$ cat src/rtl/fft_stage_sequencer.sv
// Stage/address sequencer for an in-place radix-2 FFT on a two-bank ping-pong RAM.
// Issues butterfly read pairs and twiddle indices, and delays them into write pairs.
module fft_stage_sequencer #(
    parameter int  N        = 32,
    parameter int  PIPE_LAT = 3,
    localparam int L        = $clog2(N),
    localparam int KW       = L - 1
) (
    input  logic          clk_i,
    input  logic          reset_i,
    input  logic          start_i,
    output logic          busy_o,
    output logic          done_o,
    output logic          bank_select_o,
    output logic [L-1:0]  rd_address1_o,
    output logic [L-1:0]  rd_address2_o,
    output logic          rd_valid_o,
    output logic [KW-1:0] tw_addr_o,
    output logic [L-1:0]  wr_address1_o,
    output logic [L-1:0]  wr_address2_o,
    output logic          wr_en_o,
    output logic [L-1:0]  stage_o,
    output logic          result_bank_o
);

    localparam int            DW     = (PIPE_LAT > 1) ? $clog2(PIPE_LAT) : 1;
    localparam logic [KW-1:0] K_LAST = KW'(N / 2 - 1);
    localparam logic [L-1:0]  S_LAST = L'(L - 1);
    localparam logic [DW-1:0] D_LAST = DW'(PIPE_LAT - 1);

    typedef enum logic [2:0] {
        S_IDLE,
        S_READ,
        S_DRAIN,
        S_SWAP,
        S_DONE
    } state_e;

    function automatic logic [L-1:0] span_mask(input logic [L-1:0] s);
        return (L'(1) << s) - L'(1);
    endfunction

    // Top index = k with a zero inserted at bit s (group bits move up, pos bits stay).
    function automatic logic [L-1:0] top_addr(input logic [KW-1:0] k, input logic [L-1:0] s);
        logic [L-1:0] kk;
        kk = L'(k);
        return ((kk >> s) << (s + L'(1))) | (kk & span_mask(s));
    endfunction

    function automatic logic [KW-1:0] twiddle(input logic [KW-1:0] k, input logic [L-1:0] s);
        logic [L-1:0] pos;
        pos = L'(k) & span_mask(s);
        return KW'(pos << (S_LAST - s));
    endfunction

    state_e        state_q;
    logic [KW-1:0] k_q;
    logic [L-1:0]  stage_q;
    logic [DW-1:0] drain_q;
    logic          busy_q;
    logic          done_q;
    logic          bank_q;
    logic          result_bank_q;
    logic          rd_valid_q;
    logic [L-1:0]  rd1_q;
    logic [L-1:0]  rd2_q;
    logic [KW-1:0] tw_q;

    logic [KW-1:0] k_d;
    logic [L-1:0]  stage_d;
    logic [L-1:0]  rd1_d;
    logic [L-1:0]  rd2_d;
    logic [KW-1:0] tw_d;

    logic          dl_v_q  [PIPE_LAT];
    logic [L-1:0]  dl_a1_q [PIPE_LAT];
    logic [L-1:0]  dl_a2_q [PIPE_LAT];

    // Address of the butterfly that will be issued in the cycle after this edge.
    // NOTE: every always_comb output gets a default first so no latch is inferred.
    always_comb begin
        k_d     = k_q + KW'(1);
        stage_d = stage_q;
        if (state_q == S_IDLE) begin
            k_d     = '0;
            stage_d = '0;
        end else if (state_q == S_SWAP) begin
            k_d     = '0;
            stage_d = stage_q + L'(1);
        end
        rd1_d = top_addr(k_d, stage_d);
        rd2_d = rd1_d | (L'(1) << stage_d);
        tw_d  = twiddle(k_d, stage_d);
    end

    // NOTE: sequential state uses non-blocking assignments only.
    always_ff @(posedge clk_i or posedge reset_i) begin
        if (reset_i) begin
            state_q       <= S_IDLE;
            k_q           <= '0;
            stage_q       <= '0;
            drain_q       <= '0;
            busy_q        <= 1'b0;
            done_q        <= 1'b0;
            bank_q        <= 1'b0;
            result_bank_q <= 1'b0;
            rd_valid_q    <= 1'b0;
            rd1_q         <= '0;
            rd2_q         <= '0;
            tw_q          <= '0;
        end else begin
            done_q <= 1'b0;
            case (state_q)
                S_IDLE: begin
                    if (start_i) begin
                        state_q    <= S_READ;
                        stage_q    <= '0;
                        k_q        <= '0;
                        bank_q     <= 1'b0;
                        busy_q     <= 1'b1;
                        rd_valid_q <= 1'b1;
                        rd1_q      <= rd1_d;
                        rd2_q      <= rd2_d;
                        tw_q       <= tw_d;
                    end
                end
                S_READ: begin
                    if (k_q == K_LAST) begin
                        state_q    <= S_DRAIN;
                        drain_q    <= '0;
                        rd_valid_q <= 1'b0;
                        rd1_q      <= '0;
                        rd2_q      <= '0;
                        tw_q       <= '0;
                    end else begin
                        k_q   <= k_d;
                        rd1_q <= rd1_d;
                        rd2_q <= rd2_d;
                        tw_q  <= tw_d;
                    end
                end
                S_DRAIN: begin
                    if (drain_q == D_LAST) begin
                        state_q <= S_SWAP;
                    end else begin
                        drain_q <= drain_q + DW'(1);
                    end
                end
                S_SWAP: begin
                    bank_q <= ~bank_q;
                    if (stage_q == S_LAST) begin
                        state_q       <= S_DONE;
                        busy_q        <= 1'b0;
                        done_q        <= 1'b1;
                        result_bank_q <= stage_q[0];
                    end else begin
                        state_q    <= S_READ;
                        stage_q    <= stage_d;
                        k_q        <= '0;
                        rd_valid_q <= 1'b1;
                        rd1_q      <= rd1_d;
                        rd2_q      <= rd2_d;
                        tw_q       <= tw_d;
                    end
                end
                S_DONE:  state_q <= S_IDLE;
                default: state_q <= S_IDLE;
            endcase
        end
    end

    // NOTE: the delay line is reset so an aborted run can never emit a stray write.
    always_ff @(posedge clk_i or posedge reset_i) begin
        if (reset_i) begin
            for (int i = 0; i < PIPE_LAT; i++) begin
                dl_v_q[i]  <= 1'b0;
                dl_a1_q[i] <= '0;
                dl_a2_q[i] <= '0;
            end
        end else begin
            dl_v_q[0]  <= rd_valid_q;
            dl_a1_q[0] <= rd1_q;
            dl_a2_q[0] <= rd2_q;
            for (int i = 1; i < PIPE_LAT; i++) begin
                dl_v_q[i]  <= dl_v_q[i-1];
                dl_a1_q[i] <= dl_a1_q[i-1];
                dl_a2_q[i] <= dl_a2_q[i-1];
            end
        end
    end

    assign busy_o        = busy_q;
    assign done_o        = done_q;
    assign bank_select_o = bank_q;
    assign rd_address1_o = rd1_q;
    assign rd_address2_o = rd2_q;
    assign rd_valid_o    = rd_valid_q;
    assign tw_addr_o     = tw_q;
    assign wr_address1_o = dl_a1_q[PIPE_LAT-1];
    assign wr_address2_o = dl_a2_q[PIPE_LAT-1];
    assign wr_en_o       = dl_v_q[PIPE_LAT-1];
    assign stage_o       = stage_q;
    assign result_bank_o = result_bank_q;

endmodule

$ cat config.mk
export PLATFORM = sky130hd
export DESIGN_NAME = fft_stage_sequencer
export DESIGN_NICKNAME = d
export VERILOG_FILES = /design/src/rtl/fft_stage_sequencer.sv
export SDC_FILE = /design/constraint.sdc
export NUM_CORES = 1
export LEC_CHECK = 0
export ABC_CLOCK_PERIOD_IN_PS = 4300
export BUFFER_PORTS_ARGS = -buffer_cell sky130_fd_sc_hd__buf_2
export CORE_UTILIZATION = 50
export DETAILED_ROUTE_END_ITERATION = 6
export GPL_TIMING_DRIVEN = 0
export HOLD_SLACK_MARGIN = 0.08
export PLACE_DENSITY = 0.72
export SLEW_MARGIN = 20
export SYNTH_ARGS = -nofsm -noshare
export SYNTH_HDL_FRONTEND = slang
export SYNTH_SLANG_ARGS = --single-unit
export TNS_END_PERCENT = 30
$ cat constraint.sdc
create_clock -name clk_i -period 4.3 [get_ports clk_i]
set_input_delay 0 -clock clk_i [delete_from_list [all_inputs] [get_ports clk_i]]
set_output_delay 0 -clock clk_i [all_outputs]
set_load 0.03 [all_outputs]
==> summary.txt <==
Die
  • Die Y: approximately 83 um
  • # rows: 28
  • I/O pin count: 38
  • Die area: a little under 0.007 mm2
  • Core area: roughly 0.006 mm2
  • Die W: 82.5 um
  • Initial Utilization: 0.532

Power
  • Leakage: 1.73 nW
  • PD cells: 823 mW/mm2
  • Peak supply drop: 0.433 mV
  • Total power: approximately 3.1 mW

Clock tree
  • Longest Clk Path Bufs: 2
  • Clock root cell: clkbuf_8
  • Post-CTS setup repair buffer count: 0
  • Total CTS buffers: 9
  • Reg clk slew, reported paths: approximately 0.07 ns
  • Clock sink count: 66
  • H-tree lvl count: 3
  • CTS tree: done
  • Worst-skew pair later-pin latency: 0.34 ns

STA
  • Final Skew: approximately 0.0094 ns
  • Setup ws final: 1.09 ns
  • F_max: ~310 MHz
  • Period utilization: 0.745
  • Fin crit period: 3.21 ns
  • Setup-failing EPs final: 0
  • Worst Max-Slew Pin Slew: 0.532 ns
  • TNS Setup: 0 ns
  • Slew headroom: 0.643
  • RSZ-0062 raised after global routing: false
  • Final Max Slew Viols: 0
  • Fin. Hold Viols: 0

Finish
  • N_diodes: 0
  • Register area: 0.00165 mm2
  • Utilization after layout: 0.615
  • Nets: 368
  • Fin cells: 438
  • Fraction of layout cells with a size suffix above 1: 0.270
  • Fillers: 510
  • Synth-to-layout area growth: 15.7%
  • Multi-input gate area in the final layout: between 0.001 and 0.0015 mm2

Placed design
  • Dpl hpwl: 4690 um
  • PortBufs: 37
  • Pre-CTS WS: 1.16 ns
  • Placed Instances: 420
  • Placer congestion estimate: 0.922

Routing
  • Routed vias/inst: 5.54
  • Wire per inst: around 15 um
  • DR pass1 iterations: 4
  • Drt drc: 0
  • Routed Antenna Nets: 0
  • Vias post-DR: ~2,400
  • Initial DRC count: about 150
  • DRT Wirelength: 6500 um

Yosys
  • Synth Flop Type: dfrtp_1
  • Mapped Avg Cell Area: 10.6 um2
  • Post-synthesis async set-or-reset flop share: 1.00
  • EDFF count, synth: 0
  • Synth Cell Area: 0.00324 mm2
  • Gate Count Post-Synth: 307
  • Yosys warnings: 0
  • Syn Nets: between 300 and 400
  • Yosys reg bits: 66
  • Register area share after synthesis: 0.509
  • Post-synth cell types: 66

GRT
  • Grt ovf: 0
  • Vias in the first global route: 2,237
  • Largest net degree at the start of global routing: 42
  • Initial antenna violation count: 0
  • First-pass GRT wire length: ~11,000 um
  • Total track usage: 0.217

Critical path
  • R2R depth: 13
  • Worst EP required: 4.58 ns
  • R2R Setup Slk: 1.09 ns
  • R2R Path Start: state_q[2]$_DFFE_PP0P_
  • Worst path cell trace: clkbuf_1, nand2b_1, mux2i_1, a22o_1, buf_2, inv_1, ha_1, clkbuf_1, nand2_1, nor3_1, o21ai_1, a221oi_1, a221o_1
  • Worst R2R End: rd_address2_o[4]$_DFFE_PP0P_
  • CP endpoint kind: flip-flop
  • Top cell by count, worst path: clkbuf_1
  • Setup CP Type: reg -> reg
  • CP arrival: roughly 3.5 ns
  • Max incr delay on CP: 0.46 ns
  • CP max FO: 10
  • Critical Path Source Type: flip-flop
  • Slowest-stage cell, CP: a221oi_1

Run status
  • Status: finished, final reports clean

Flow run
  • Max Cap Viol: 0

Min path
  • HP Class: in -> async
==> stage by stage <==
| step | area, um2 | hold WS (ns) |
|---|---|---|
| after floorplan | 3240 | 0.150 |
| after global placement | 3520 | 0.273 |
| after detailed placement | 3540 | -0.00230 |
| after CTS | 3750 | 0.172 |
| after global routing | 3750 | 0.220 |
| final | 3750 | 0.188 |
==> critical path: cells and delay by family, from the launching register on <==
| family | cells | cell delay [ns] |
|---|---|---|
| simple gates | 3 | 0.50 |
| fa+ha+maj | 1 | 0.30 |
| buf+inv | 4 | 0.89 |
| flops | 1 | 0.40 |
| compound gates | 4 | 0.87 |
| mux | 1 | 0.17 |
==> cell type report <==
| cell class | instances | share of cell area |
|---|---|---|
| Clock inverter | 5 | 0.0147 |
| Buffer | 30 | 0.0494 |
| Multi-Input combinational cell | 202 | 0.366 |
| Inverter | 9 | 0.00967 |
| Clock buffer | 11 | 0.0350 |
| Tap cell | 75 | 0.0250 |
| Sequential cell | 66 | 0.440 |
| Timing Repair Buffer | 40 | 0.0600 |
==> cells by family (layout without fill, tap and decap cells) <==
group,after synthesis,after routing,share of synthesized area
buffers and inverters,39,95,0.0675
adders and majority gates,7,7,0.0270
DFF,66,66,0.509
xor gates and xnor gates,8,8,0.0216
muxes,6,6,0.0201
and+or+nand+nor,104,104,0.174
AOI/OAI and AO/OA,77,77,0.181
==> cell usage after synthesis, drive strengths merged (4+ instances only) <==
| library cell | count | area (um2) |
|---|---|---|
| o31ai | 5 | 42.5 |
| inv | 9 | 33.8 |
| nand2b | 5 | 31.3 |
| o21ai | 15 | 75.1 |
| nor2 | 14 | 52.6 |
| mux2 | 4 | 45.0 |
| nor3 | 10 | 72.6 |
| xnor2 | 5 | 43.8 |
| a21oi | 12 | 60.1 |
| nand3b | 4 | 33.8 |
| a211oi | 4 | 35.0 |
| buf | 21 | 151 |
| nor2b | 4 | 25.0 |
| and2 | 4 | 25.0 |
| dfrtp | 66 | 1650 |
| nand3 | 11 | 55.1 |
| a31oi | 5 | 31.3 |
| nand2 | 35 | 139 |
| clkbuf | 9 | 33.8 |
| o211ai | 8 | 75.1 |
| ha | 7 | 87.6 |
==> placed cells by master, fill, tap and decap left out, types with 4 or more instances in the layout <==
cell type / Yosys / layout
clkbuf_1: 9 / 11
o31ai_1: 4 / 4
nand2_1: 34 / 34
nand2b_1: 5 / 5
nor2_1: 14 / 14
buf_2: 7 / 44
dfrtp_1: 66 / 66
mux2_2: 4 / 4
nor3_1: 8 / 8
nor2b_1: 4 / 4
o21ai_0: 12 / 12
a21oi_1: 12 / 12
a31oi_1: 5 / 5
clkbuf_8: 0 / 9
inv_1: 8 / 7
nand3_1: 11 / 11
o211ai_1: 5 / 5
buf_4: 11 / 11
ha_1: 7 / 7
and2_1: 4 / 4
xnor2_1: 5 / 5
==> timing repair <==
item,CTS,global route
hold buffers,2,0
gates resized for setup,0,0
endpoints found under the setup margin,0,0
hold endpoints to repair,68,0
==> metal layers <==
layer	vias to the layer above	wire (um)	track usage	share of wire
li1	1190	-	-	-
met1	1168	3080	0.293	0.47
met2	60	3000	0.334	0.46
met3	10	331	0.0615	0.051
met4	0	82	0.0776	0.013
met5	-	0	0	0
==> report_power, final <==
group	total (mW)	switching, mW	internal (mW)
logic	1.62	0.991	0.625
clock network	0.494	0.228	0.266
registers	0.978	0.120	0.858
==> worst max-delay path by stage <==
| stage | from | endpoint | slack, ns | depth (start not counted) |
|---|---|---|---|---|
| 6_report | state_q[2]$_DFFE_PP0P_ | rd_address2_o[4]$_DFFE_PP0P_ | 1.09 | 13 |
| 5_1_grt | state_q[2]$_DFFE_PP0P_ | rd_address2_o[4]$_DFFE_PP0P_ | 0.83 | 13 |
| 4_1_cts | stage_o[0]$_DFFE_PP0P_ | rd_address2_o[4]$_DFFE_PP0P_ | 1.11 | 13 |
| 3_5_place_dp | state_q[2]$_DFFE_PP0P_ | rd_address2_o[4]$_DFFE_PP0P_ | 1.16 | 13 |
| 3_3_place_gp | state_q[2]$_DFFE_PP0P_ | rd_address2_o[4]$_DFFE_PP0P_ | 1.16 | 13 |
| 2_1_floorplan | stage_o[1]$_DFFE_PP0P_ | rd_address2_o[0]$_DFFE_PP0P_ | 1.29 | 12 |
==> registers in the layout, indices dropped and copies added (netlist names), 3 cells and up <==
name,cells
dl_a1_q,10
dl_a2_q,10
k_q,4
rd_address1_o,5
rd_address2_o,5
stage_o,5
state_q,3
tw_addr_o,4
wr_address1_o,5
wr_address2_o,5
Note: power is estimated with default switching activity, not from simulation.
